<file path="src/rtl/caster_pkg.sv">
// Shared constants for the VRAM-to-EPD pixel path: pixel/word/beat widths and
// the pix_unpack state encodings.
package caster_pkg;

    localparam int PIX_W  = 16;
    localparam int WORD_W = 8 * PIX_W;
    localparam int BEAT_W = 4 * PIX_W;

    localparam logic [1:0] ST_IDLE   = 2'd0;
    localparam logic [1:0] ST_ACTIVE = 2'd1;

endpackage

</file>
<file path="src/rtl/pix_fifo.sv">
// Small synchronous FIFO with a combinational head output and a synchronous
// clear; DEPTH must be a power of 2 so the pointers wrap naturally.
module pix_fifo #(
    parameter int WIDTH = 128,
    parameter int DEPTH = 4
) (
    input  logic                     clk,
    input  logic                     rst,
    input  logic                     clr,
    input  logic                     push,
    input  logic                     pop,
    input  logic [WIDTH-1:0]         din,
    output logic [WIDTH-1:0]         dout,
    output logic [$clog2(DEPTH):0]   count
);
    localparam int PTR_W = $clog2(DEPTH);
    localparam int CNT_W = PTR_W + 1;

    logic [WIDTH-1:0] mem_q [DEPTH];
    logic [PTR_W-1:0] wr_ptr_q, wr_ptr_d;
    logic [PTR_W-1:0] rd_ptr_q, rd_ptr_d;
    logic [CNT_W-1:0] count_q, count_d;

    always_comb begin
        wr_ptr_d = wr_ptr_q;
        rd_ptr_d = rd_ptr_q;
        count_d  = count_q;
        if (clr) begin
            wr_ptr_d = '0;
            rd_ptr_d = '0;
            count_d  = '0;
        end else begin
            if (push) wr_ptr_d = wr_ptr_q + PTR_W'(1);
            if (pop)  rd_ptr_d = rd_ptr_q + PTR_W'(1);
            if (push && !pop)      count_d = count_q + CNT_W'(1);
            else if (pop && !push) count_d = count_q - CNT_W'(1);
        end
    end

    always_ff @(posedge clk or negedge rst) begin
        if (!rst) begin
            wr_ptr_q <= '0;
            rd_ptr_q <= '0;
            count_q  <= '0;
        end else begin
            wr_ptr_q <= wr_ptr_d;
            rd_ptr_q <= rd_ptr_d;
            count_q  <= count_d;
        end
    end

    // Storage carries no reset; the top level gates everything it shows.
    always_ff @(posedge clk) begin
        if (push && !clr) mem_q[wr_ptr_q] <= din;
    end

    assign dout  = mem_q[rd_ptr_q];
    assign count = count_q;

endmodule

</file>
<file path="src/rtl/pix_unpack.sv">
// Splits 128-bit VRAM words into 64-bit framed beats for the EPD pipeline.
// Handshakes: a word is taken whenever pix_read_valid is high (no backpressure; ready is advisory, one cycle ahead); a beat moves when out_valid && out_ready.
module pix_unpack
    import caster_pkg::*;
#(
    parameter int H_PIX      = 1600,
    parameter int V_LINES    = 1200,
    parameter int FIFO_DEPTH = 4
) (
    input  logic                        clk,
    input  logic                        rst,
    input  logic                        enable,
    input  logic                        vsync,
    input  logic [WORD_W-1:0]           pix_read,
    input  logic                        pix_read_valid,
    output logic                        pix_read_ready,
    output logic [BEAT_W-1:0]           out_data,
    output logic                        out_valid,
    input  logic                        out_ready,
    output logic                        out_sof,
    output logic                        out_eol,
    output logic                        out_eof,
    output logic                        frame_done,
    output logic                        error,
    output logic [1:0]                  dbg_state,
    output logic [$clog2(FIFO_DEPTH):0] dbg_count
);
    localparam int X_W   = $clog2(H_PIX / 4);
    localparam int Y_W   = $clog2(V_LINES);
    localparam int CNT_W = $clog2(FIFO_DEPTH) + 1;
    localparam int WI_W  = $clog2(H_PIX * V_LINES / 8) + 1;

    localparam logic [X_W-1:0]   X_LAST = X_W'(H_PIX / 4 - 1);
    localparam logic [Y_W-1:0]   Y_LAST = Y_W'(V_LINES - 1);
    localparam logic [CNT_W-1:0] FULL   = CNT_W'(FIFO_DEPTH);
    localparam logic [CNT_W-1:0] HI_WM  = CNT_W'(FIFO_DEPTH - 2);
    localparam logic [WI_W-1:0]  TOTAL  = WI_W'(H_PIX * V_LINES / 8);

    logic [1:0]        state_q, state_d;
    logic              ready_q, ready_d;
    logic              error_q, error_d;
    logic              done_q, done_d;
    logic              hs_q, hs_d;
    logic [X_W-1:0]    x_q, x_d;
    logic [Y_W-1:0]    y_q, y_d;
    logic [WI_W-1:0]   wi_q, wi_d;

    logic              active, flush, xfer, at_eol, at_eof;
    logic              push, pop, stray, fifo_clr;
    logic [CNT_W-1:0]  count, count_nxt;
    logic [WORD_W-1:0] head;

    pix_fifo #(.WIDTH(WORD_W), .DEPTH(FIFO_DEPTH)) u_fifo (
        .clk   (clk),
        .rst   (rst),
        .clr   (fifo_clr),
        .push  (push),
        .pop   (pop),
        .din   (pix_read),
        .dout  (head),
        .count (count)
    );

    always_comb begin
        active    = (state_q == ST_ACTIVE);
        flush     = !enable || vsync;
        out_valid = active && (count != '0);
        xfer      = out_valid && out_ready && !flush;
        at_eol    = (x_q == X_LAST);
        at_eof    = at_eol && (y_q == Y_LAST);
        push      = pix_read_valid && active && (count < FULL) && !flush;
        pop       = xfer && hs_q;
        stray     = pix_read_valid && (!active || (count == FULL));

        state_d = state_q;
        hs_d    = hs_q;
        x_d     = x_q;
        y_d     = y_q;
        wi_d    = wi_q;
        done_d  = 1'b0;
        error_d = error_q || stray;

        if (!enable) begin
            state_d = ST_IDLE;
            hs_d    = 1'b0;
            x_d     = '0;
            y_d     = '0;
            wi_d    = '0;
        end else if (vsync) begin
            // A vsync inside an active frame means the previous frame came up short.
            if (active) error_d = 1'b1;
            state_d = ST_ACTIVE;
            hs_d    = 1'b0;
            x_d     = '0;
            y_d     = '0;
            wi_d    = '0;
        end else begin
            if (push) wi_d = wi_q + WI_W'(1);
            if (xfer) begin
                hs_d = !hs_q;
                if (at_eol) begin
                    x_d = '0;
                    y_d = at_eof ? '0 : y_q + Y_W'(1);
                end else begin
                    x_d = x_q + X_W'(1);
                end
                if (at_eof) begin
                    state_d = ST_IDLE;
                    done_d  = 1'b1;
                end
            end
        end

        fifo_clr = flush || done_d;
        if (fifo_clr)          count_nxt = '0;
        else if (push && !pop) count_nxt = count + CNT_W'(1);
        else if (pop && !push) count_nxt = count - CNT_W'(1);
        else                   count_nxt = count;

        // Two free slots absorb a strobe issued on the cycle ready falls.
        ready_d = (state_d == ST_ACTIVE) && (count_nxt <= HI_WM) && (wi_d < TOTAL);
    end

    always_ff @(posedge clk or negedge rst) begin
        if (!rst) begin
            state_q <= ST_IDLE;
            ready_q <= 1'b0;
            error_q <= 1'b0;
            done_q  <= 1'b0;
            hs_q    <= 1'b0;
            x_q     <= '0;
            y_q     <= '0;
            wi_q    <= '0;
        end else begin
            state_q <= state_d;
            ready_q <= ready_d;
            error_q <= error_d;
            done_q  <= done_d;
            hs_q    <= hs_d;
            x_q     <= x_d;
            y_q     <= y_d;
            wi_q    <= wi_d;
        end
    end

    assign out_data       = out_valid ? (hs_q ? head[WORD_W-1:BEAT_W] : head[BEAT_W-1:0]) : '0;
    assign out_sof        = out_valid && (x_q == '0) && (y_q == '0);
    assign out_eol        = out_valid && at_eol;
    assign out_eof        = out_valid && at_eof;
    assign pix_read_ready = ready_q;
    assign frame_done     = done_q;
    assign error          = error_q;
    assign dbg_state      = state_q;
    assign dbg_count      = count;

endmodule
</file>
<file path="config.mk">
export PLATFORM = sky130hd
export DESIGN_NAME = pix_unpack
export DESIGN_NICKNAME = d
export VERILOG_FILES = /design/src/rtl/caster_pkg.sv /design/src/rtl/pix_fifo.sv /design/src/rtl/pix_unpack.sv
export SDC_FILE = /design/constraint.sdc
export NUM_CORES = 1
export LEC_CHECK = 0
export CAP_MARGIN = 20
export CORE_MARGIN = 4
export CORE_UTILIZATION = 40
export CTS_CLUSTER_SIZE = 14
export DETAILED_ROUTE_END_ITERATION = 6
export PLACE_DENSITY = 0.73
export SYNTH_ARGS = -nofsm -noshare
export SYNTH_HDL_FRONTEND = slang
export SYNTH_SLANG_ARGS = --single-unit
</file>
<file path="constraint.sdc">
create_clock -name clk -period 5 [get_ports clk]
set_input_delay 1 -clock clk [delete_from_list [all_inputs] [get_ports clk]]
set_output_delay 1 -clock clk [all_outputs]
set_load 0.02 [all_outputs]
</file>
==> results.sh, run 1 <==
export IMPL_outcome="completed"
export IMPL_worstMarginPinSlew_ns=0.734
export IMPL_skew_ns=0.0153
export IMPL_crit_required_ns=4.00
export IMPL_leakagePower_nw=8.59
export IMPL_vias_per_cell=5.25
export IMPL_gp_congestion=0.802
export IMPL_dpl_cell_count=2070
export IMPL_intPower_w=0.00752
export IMPL_hold_viol=0
export IMPL_register_area_um2=16700
export IMPL_insertion_delay_ns=0.59
export IMPL_vias=11400
export IMPL_grt_pass1_vias=12100
export IMPL_wl_per_cell_um=21.6
export IMPL_finalInstanceArea_um2=27300
export IMPL_yosysTopAreaCell="edfxtp_1"
export IMPL_drt_first_iter_violations=1020
export IMPL_synthCells=1130
export IMPL_fp_dieH_um=244
export IMPL_rsz0062_at_grt="false"
export IMPL_critPathMaxFanout=34
export IMPL_portBuffers=209
export IMPL_sw_frac_of_total_pct=19.4
export IMPL_worstSetupPathType="flip-flop to primary output"
export IMPL_cts_setup_buffers=0
export IMPL_area_growth_pct=22.7
export IMPL_synth_seq_cells=564
export IMPL_cts_buffers=57
export IMPL_setup_viol=0
export IMPL_ys_flop_type="edfxtp_1"
export IMPL_max_freq_ghz=0.232
export IMPL_h_tree_depth=2
export IMPL_drc_errors=0
export IMPL_cp_start_kind="flip-flop"
export IMPL_hold_class="input port to async pin"
export IMPL_combinationalPowerShare_pct=2.4
export IMPL_synthTopCellsByCount="edfxtp_1, mux4_2, nor2_1, mux2i_1, dfrtp_1"
export IMPL_die_w_um=244
export IMPL_cts_buffer_depth=3
export IMPL_dieArea_um2=59400
export IMPL_slew_viol_final=0
export IMPL_grt_max_degree=77
export IMPL_antenna_left=0
export IMPL_cts_repair_resize_count=0
export IMPL_p_sw_w=0.00181
export IMPL_start_util_pct=40.3
export IMPL_cts_clk_slew_worst_paths_ns=0.06
export IMPL_wl_um=47000
export IMPL_antenna_found_initial=6
export IMPL_regToRegStartpoint="u_fifo.count[1]"
export IMPL_ir_drop_mv=0.364
export IMPL_synth_area_top_cells="edfxtp_1, mux4_2, dfrtp_1, mux2i_1, nor2_1"
export IMPL_synth_fp_nets=1276
export IMPL_crit_slowest_cell="dfrtp_4"
export IMPL_avgSynthCellArea_um2=19.7
export IMPL_pin_count=210
export IMPL_syn_area_um2=22200
export IMPL_slew_headroom_pct=51.1
export IMPL_powerDensity_nw_per_um2=342
export IMPL_r2r_slack_ns=1.64
export IMPL_num_rows=86
export IMPL_seqPwrFrac_pct=55.2
export IMPL_core_um2=55100
export IMPL_drtPass1Iterations=5
export IMPL_ys_warn_count=0
export IMPL_fin_nets=1527
export IMPL_yosysSeqAreaShare_pct=75.1
export IMPL_cp_startpoint="u_fifo.rd_ptr_q[0]"
export IMPL_stdcell_count=2176
export IMPL_worstPathArrival_ns=3.31
export IMPL_fin_crit_ns=4.31
export IMPL_r2r_end="u_fifo.mem_q[3][116]"
export IMPL_tns_ns=0
export IMPL_cts_tree="built"
export IMPL_root_buffer="clkbuf_16"
export IMPL_synth_top_area_share_pct=69.2
export IMPL_nFillCells=4513
export IMPL_grt_overflow=0
export IMPL_clockPowerShare_pct=42.4
export IMPL_grt_usage_pct=15.8
export IMPL_critPathCaptureType="primary output"
export IMPL_drive_above_1_share_pct=18.9
export IMPL_max_stage_delay_ns=0.90
export IMPL_grt_pass1_wl_um=72600
export IMPL_synth_edff_count=512
export IMPL_synthArstFlopShare_pct=9.22
export IMPL_multi_input_area_um2=5280
export IMPL_dp_final_hpwl_um=29300
export IMPL_place_area_um2=25500
export IMPL_path_cells="buf_4 -> mux4_2 -> mux2i_1 -> nor2_1 -> clkdlybuf4s50_1"
export IMPL_reg2reg_depth=9
export IMPL_post_route_period_util_pct=86.3
export IMPL_maxCapViolCount=0
export IMPL_hold_buffers=0
export IMPL_cts_sinks=564
export IMPL_yosysMostFrequentCell="edfxtp_1"
export IMPL_ys_types=49
[placed cells by master, fill, tap and decap left out, types with 4 or more instances in the layout]
cell               n
ha_1              12
nor2_1           109
mux2i_1           64
nand4_1           14
xor2_1            21
a21oi_1           12
inv_1             16
nor4_1             9
clkbuf_8           6
clkdlybuf4s50_1  208
o21ai_0           11
nand2b_1           4
edfxtp_1         512
nand2_1           27
mux4_2           128
and2_4             4
and3_1            10
dfrtp_1           49
clkbuf_16         58
nor3_1             4
buf_4             25
nand3_1           12
xnor2_1           11
clkinv_2          17
nor2b_1            4
clkinv_1           7
buf_12            13
clkbuf_1          12
[cell families after synthesis]
kind of cell | after synthesis | synth area share (%)
buffers and inverters | 71 | 1.24
AO/OA/AOI/OAI | 40 | 1.16
XOR/XNOR | 32 | 1.26
flip-flops | 564 | 75.1
adder cells (fa/ha/maj) | 12 | 0.676
AND/OR/NAND/NOR | 219 | 4.73
multiplexers | 192 | 15.9
[worst max-delay path by stage]
stage	endpoint	slack (ns)
global route	out_data[15]	0.43
finish	out_data[15]	0.69
global placement	u_fifo.mem_q[3][46]	1.13
floorplan	u_fifo.mem_q[0][0]	1.09
detailed placement	u_fifo.mem_q[3][46]	1.08
CTS	out_data[15]	0.57
[critical path, delay by kind of cell (launching register included)]
family / cells / cell delay [ns]
flip-flops: 1 / 0.90
AND/OR/NAND/NOR: 1 / 0.06
buffers and inverters: 2 / 0.99
multiplexers: 2 / 0.75
[power by group through the flow]
stage	Combinational, W	Clock (W)	Sequential (W)
3_3_place_gp	0.000212	0	0.00525
5_1_grt	0.000236	0.00428	0.00515
3_5_place_dp	0.000220	0	0.00525
4_1_cts	0.000221	0.00407	0.00515
6_report	0.000219	0.00396	0.00515
2_1_floorplan	0.0000333	0	0.00525
[metal layers]
metal | track usage, % | share of wire, % | wire (µm) | vias to the layer above
met1 | 21.3 | 42 | 19700 | 5986
met2 | 26.2 | 50 | 23300 | 329
met4 | 3.66 | 1.8 | 863 | 6
met5 | 0 | 0.072 | 34 | -
met3 | 3.87 | 6.4 | 3010 | 67
li1 | - | - | - | 5032
[final cells by class]
class	instances	share of cell area, %
timing repair buffer	247	9.30
clock inverter	28	0.634
multi-input combinational	495	19.4
sequential	564	61.2
clock buffer	76	5.79
antenna	2	0.0184
inverter	16	0.220
tap	748	3.43
[flip-flops by register name, summed over array words and instances, names as in the netlist, 2 cells and up]
signal	flops
u_fifo.mem_q	512
wi_q	19
y_q	11
x_q	9
u_fifo.count	3
dbg_state	2
u_fifo.rd_ptr_q	2
u_fifo.wr_ptr_q	2
[stage by stage]
stage	power, W	hold WS, ns	util, %	setup slack (ns)
floorplan	0.00529	0.488	-	1.09
global placement	0.00546	0.481	46.3	1.13
detailed placement	0.00547	0.501	46.3	1.08
CTS	0.00944	0.353	49.5	0.566
global route	0.00966	0.398	49.5	0.431
finish	0.00933	0.377	49.5	0.686
(Power assumes the default switching activity.)
==> inputs of run 2 (changes only) <==
GPL_ROUTABILITY_DRIVEN = 0   (was unset)
==> results of run 2 <==
Final layout, timing and power as in run 1 (identical DEF).
